<file path="src/rtl/usb_sie_tx.sv">
// USB 2.0 FS SIE transmit path: turns a PID/length request plus a payload stream
// into the UTMI byte sequence PID, payload, CRC16 (data packets), then signals EOP.
module usb_sie_tx #(
    parameter int MAX_LEN = 1023,
    parameter int LEN_W   = 11
) (
    input  logic             clk,
    input  logic             rst,
    input  logic             tx_start,
    input  logic [3:0]       tx_pid,
    input  logic [LEN_W-1:0] tx_len,
    input  logic             tx_abort,
    input  logic [7:0]       tx_data,
    input  logic             tx_data_valid,
    output logic             tx_data_ready,
    output logic             tx_busy,
    output logic             tx_done,
    output logic             tx_err,
    output logic [7:0]       utmi_data_in,
    output logic             utmi_tx_valid,
    input  logic             utmi_tx_ready
);

    typedef enum logic [2:0] {
        S_IDLE, S_PID, S_DATA, S_CRC_LO, S_CRC_HI, S_EOP
    } state_t;

    localparam logic [LEN_W-1:0] MAX_LEN_C = LEN_W'(MAX_LEN);

    state_t           state_q, state_d;
    logic [7:0]       byte_q, byte_d;
    logic             vld_q, vld_d;
    logic [LEN_W-1:0] cnt_q, cnt_d;
    logic [15:0]      crc_q, crc_d;
    logic             hs_q, hs_d;
    logic             err_q, err_d;

    logic pid_data, pid_hs, consume, load_slot;

    // Reflected CRC16 (0xA001), one byte, LSB first.
    function automatic logic [15:0] crc16_byte(input logic [15:0] c, input logic [7:0] d);
        logic [15:0] r;
        r = c;
        for (int i = 0; i < 8; i++) begin
            if (r[0] ^ d[i]) r = (r >> 1) ^ 16'hA001;
            else             r = r >> 1;
        end
        return r;
    endfunction

    // Data PIDs all end in 2'b11, handshakes in 2'b10.
    assign pid_data  = (tx_pid[1:0] == 2'b11);
    assign pid_hs    = (tx_pid[1:0] == 2'b10);
    assign consume   = vld_q && utmi_tx_ready;
    assign load_slot = consume && !tx_abort && (cnt_q != '0) &&
                       (state_q == S_PID || state_q == S_DATA);

    assign tx_data_ready = load_slot;
    assign tx_busy       = (state_q != S_IDLE);
    assign tx_done       = (state_q == S_EOP);
    assign tx_err        = err_q;
    assign utmi_data_in  = byte_q;
    assign utmi_tx_valid = vld_q;

    always_comb begin
        state_d = state_q;
        byte_d  = byte_q;
        vld_d   = vld_q;
        cnt_d   = cnt_q;
        crc_d   = crc_q;
        hs_d    = hs_q;
        err_d   = 1'b0;
        if (state_q != S_IDLE && tx_abort) begin
            state_d = S_IDLE;
            vld_d   = 1'b0;
        end else begin
            case (state_q)
                S_IDLE: begin
                    if (tx_start) begin
                        if (pid_hs || (pid_data && tx_len <= MAX_LEN_C)) begin
                            state_d = S_PID;
                            byte_d  = {~tx_pid, tx_pid};
                            vld_d   = 1'b1;
                            cnt_d   = pid_hs ? '0 : tx_len;
                            crc_d   = 16'hFFFF;
                            hs_d    = pid_hs;
                        end else begin
                            err_d = 1'b1;
                        end
                    end
                end
                S_PID, S_DATA: begin
                    if (load_slot) begin
                        if (tx_data_valid) begin
                            state_d = S_DATA;
                            byte_d  = tx_data;
                            crc_d   = crc16_byte(crc_q, tx_data);
                            cnt_d   = cnt_q - LEN_W'(1);
                        end else begin
                            // Underrun: drop TxValid so the host sees a truncated packet.
                            state_d = S_IDLE;
                            vld_d   = 1'b0;
                            err_d   = 1'b1;
                        end
                    end else if (consume) begin
                        if (hs_q) begin
                            state_d = S_EOP;
                            vld_d   = 1'b0;
                        end else begin
                            state_d = S_CRC_LO;
                            byte_d  = ~crc_q[7:0];
                        end
                    end
                end
                S_CRC_LO: begin
                    if (consume) begin
                        state_d = S_CRC_HI;
                        byte_d  = ~crc_q[15:8];
                    end
                end
                S_CRC_HI: begin
                    if (consume) begin
                        state_d = S_EOP;
                        vld_d   = 1'b0;
                    end
                end
                S_EOP:   state_d = S_IDLE;
                default: begin
                    state_d = S_IDLE;
                    vld_d   = 1'b0;
                end
            endcase
        end
    end

    always_ff @(posedge clk or posedge rst) begin
        if (rst) begin
            state_q <= S_IDLE;
            byte_q  <= '0;
            vld_q   <= 1'b0;
            cnt_q   <= '0;
            crc_q   <= 16'hFFFF;
            hs_q    <= 1'b0;
            err_q   <= 1'b0;
        end else begin
            state_q <= state_d;
            byte_q  <= byte_d;
            vld_q   <= vld_d;
            cnt_q   <= cnt_d;
            crc_q   <= crc_d;
            hs_q    <= hs_d;
            err_q   <= err_d;
        end
    end

endmodule

</file>
<file path="config.mk">
export PLATFORM = sky130hd
export DESIGN_NAME = usb_sie_tx
export DESIGN_NICKNAME = d
export VERILOG_FILES = /design/src/rtl/usb_sie_tx.sv
export SDC_FILE = /design/constraint.sdc
export NUM_CORES = 1
export LEC_CHECK = 0
export CORE_MARGIN = 3
export CORE_UTILIZATION = 40
export DETAILED_ROUTE_END_ITERATION = 8
export SYNTH_ARGS = -nofsm -noshare
export SYNTH_HDL_FRONTEND = slang
export SYNTH_SLANG_ARGS = --single-unit
</file>
<file path="constraint.sdc">
create_clock -name clk -period 2.4 [get_ports clk]
set_input_delay 0.36 -clock clk [delete_from_list [all_inputs] [get_ports clk]]
set_output_delay 0.36 -clock clk [all_outputs]
set_load 0.02 [all_outputs]
</file>
==> metrics <==
outcome=finished clean; final net count=roughly 370; post-detailed-route DRC marker count=0; number of filler cells placed in the layout=555; total CTS buffers=5; maximum fanout along the worst path=5; standard-cell row count=28; final core utilization=55.89%; Total Routing Usage GR=20.06%; number of synthesized flops with an enable pin=0; PnR Total Power=0.004640 W; post-synthesis net count=roughly 310; TritonRoute pass-1 iters=4; total length of routed wires=roughly 7000 um; most common library cells after synthesis=a21oi_1 (33), dfrtp_1 (25), o21ai_0 (23); peak clock frequency supported by timing=between 400 and 500 MHz; total congestion overflow=0; via count of the first global-routing pass=2327; endpoint type of the worst setup path=output pin; element type at the critical path start=register; antenna violations before repair=0; maximum clock insertion buffer count=2; placed wire-length estimate=5047 um; simple-gate area share of the yosys netlist=13.62%; post-synth top area share=24.24%; number of nets with antenna violations after routing=0; number of distinct library cell variants in the gate-level netlist after synthesis=just under 60; Critical Setup Path Class=register to output pin; top flip-flop cell by instance count after synthesis=dfrtp_1; post-synthesis to final-layout area growth=31.99%; Die ar.=7453 um2; Top Ports=between 40 and 50; drt first-iter violations=150; post-route setup TNS=0 ns; vias per inst=5.600; Synth Area in Compound Gates=27.87%; Buffers on Ports=41; placeable core region=6096 um2; most common cell in the netlist=a21oi_1; clock slew at reported path FFs=0.09 ns; Inst Count DP=410; hold_ws=0.4938 ns; clock tree from TritonCTS=built; final routed wire length divided by cell count=16.77 um; CTS HTree Levels=2; number of non-filler instances in the completed layout=418; average size of a mapped cell=about 9.3 um2; max-slew violations=0; data arrival time of the critical path=about 1.9 ns; main combinational cell family by area after synthesis=compound AO/OA/AOI/OAI gates; master cell of the clock root buffer=clkbuf_8; source-to-sink clock delay at the later pin of the worst-skew pair=0.30 ns; Num Clock Sinks=41; post-layout min period=between 2 and 2.5 ns; cell type with the largest total area after synthesis=dfrtp_1; antenna cells=0; Initial Utilization=a little over two fifths; largest vdd supply drop=0.7046 mV; horizontal die dimension=86.33 um; Syn Std Cell Area=around 2600 um2; power density over the cells=1362 nW/um2; instance count of the mapped netlist=approximately 280; worst max-slew margin expressed relative to the limit=47.32%; leak pwr=around 1.4 nW; share of synthesized cell area in full adder, half adder and majority cells=0.4847%; global placement routability congestion=0.8544; fraction of layout cells with a size suffix above 1=19.83%; Setup violations, final=0; wire length of the first global-routing pass=11850 um; share of flip-flops with an asynchronous set or reset after synthesis=100.0%; xor and xnor fraction of the mapped netlist area=10.13%; maximum number of pins on one net before global-route repair=42; share of synthesized area spent on multiplexers=2.133%; Tcrit/Tclk final=92.96%; die height=86.33 um; routed vias=2341; max-capacitance violation count=0; required time of the critical path=2.04 ns; worst slew pin tran=0.7902 ns; count of final hold-check violations=0; unrepaired setup endpoints after global routing=false; Synth Warn #=0; worst clock skew=0.01092 ns; share of synthesized area occupied by flip-flops and latches=40.52%; cells taking the most area after synthesis=dfrtp_1 (24%), dfstp_2 (16%), a21oi_1 (6.4%); type of the most critical hold path=register to register; post-synthesis register bit count=41; Post-CTS Setup Repair Bufs=0
-- final cells by class --
class | instances | area, um2 | area share, %
clock inverters | 2 | 37.54 | 1.102
well taps | 75 | 93.84 | 2.754
repair buffers | 74 | 681.9 | 20.01
flip-flops and latches | 41 | 1046 | 30.70
clock buffers | 6 | 82.58 | 2.424
multi-input cells | 204 | 1405 | 41.24
inverters | 16 | 60.06 | 1.763
-- cells in the final DEF (no fill, tap or decap), types with 2 or more instances in the layout --
cell type	instances
nand2_1	9
a221oi_1	4
inv_1	15
a21boi_0	2
nor3_1	6
dfrtp_1	25
a211oi_1	4
a31oi_1	14
clkbuf_8	6
xnor3_1	2
a2bb2oi_1	3
o22ai_1	2
clkdlybuf4s50_1	40
mux2_1	4
nor2_1	20
a22oi_1	2
nor3_2	2
a21oi_1	33
a32oi_1	2
buf_4	31
xnor2_1	14
o2bb2ai_1	5
nand3_1	7
buf_12	2
nor4_1	4
nand4_1	6
o21ai_0	23
dfstp_2	16
a221o_1	4
xor2_1	3
-- final timing paths --
| check | start | end | slack (ns) | cells after the start |
|---|---|---|---|---|
| setup / recovery | cnt_q[8]$_DFFE_PP0P_ | tx_data_ready | 0.17 | 4 |
| hold / removal | utmi_data_in[6]$_DFFE_PP0P_ | utmi_data_in[6]$_DFFE_PP0P_ | 0.49 | 1 |
| setup reg to reg | state_q[0]$_DFFE_PP0P_ | cnt_q[8]$_DFFE_PP0P_ | 0.18 | 6 |
| hold reg to reg | utmi_data_in[6]$_DFFE_PP0P_ | utmi_data_in[6]$_DFFE_PP0P_ | 0.49 | 1 |
| max in group asynchronous | rst | crc_q[1]$_DFFE_PP1P_ | 1.52 | 3 |
| min in group asynchronous | rst | utmi_tx_valid$_DFFE_PP0P_ | 0.50 | 3 |
-- kinds of logic after synthesis --
logic type      after synthesis
compound gates              110
mux                           5
xor+xnor                     22
buf+inv                      32
flops                        41
simple gates                 66
fa+ha+maj                     1
-- where the power goes --
| group | internal, W | switching [W] |
|---|---|---|
| clock network | 0.000338 | 0.000251 |
| registers | 0.00105 | 0.000261 |
| logic | 0.00133 | 0.00141 |
-- metal layers --
layer | routed length [um] | part of all wire, % | track usage [%]
met1 | 3433 | 49 | 29.30
met2 | 3207 | 46 | 31.15
met3 | 301 | 4.3 | 2.662
met4 | 67 | 0.96 | 5.666
met5 | 0 | 0 | 0
-- registers in the layout, indices dropped and copies added (netlist names) --
signal,cells
crc_q,16
state_q,3
cnt_q,11
utmi_tx_valid,1
hs_q,1
tx_err,1
utmi_data_in,8
-- through the flow --
stage	cell area, um2	setup slack, ns
after global routing	3407	0.07018
after global placement	3283	0.02890
after detailed placement	3283	0.01081
final	3407	0.1690
after floorplan	2581	0.3794
after CTS	3402	0.1617
-- worst max-delay path: stages (launching register included) --
cell           delay (ns)
dfrtp_1              0.44
nor4_1               0.43
and4_1               0.30
nor3_2               0.08
dlygate4sd2_1        0.32
-- what timing repair did --
item / in CTS / in global routing
pin swaps: 0 / 0
gates resized for setup: 1 / 1
hold buffers: 0 / 0
endpoints found under the setup margin: 1 / 1
No activity file was read; power rests on OpenSTA's default activity.
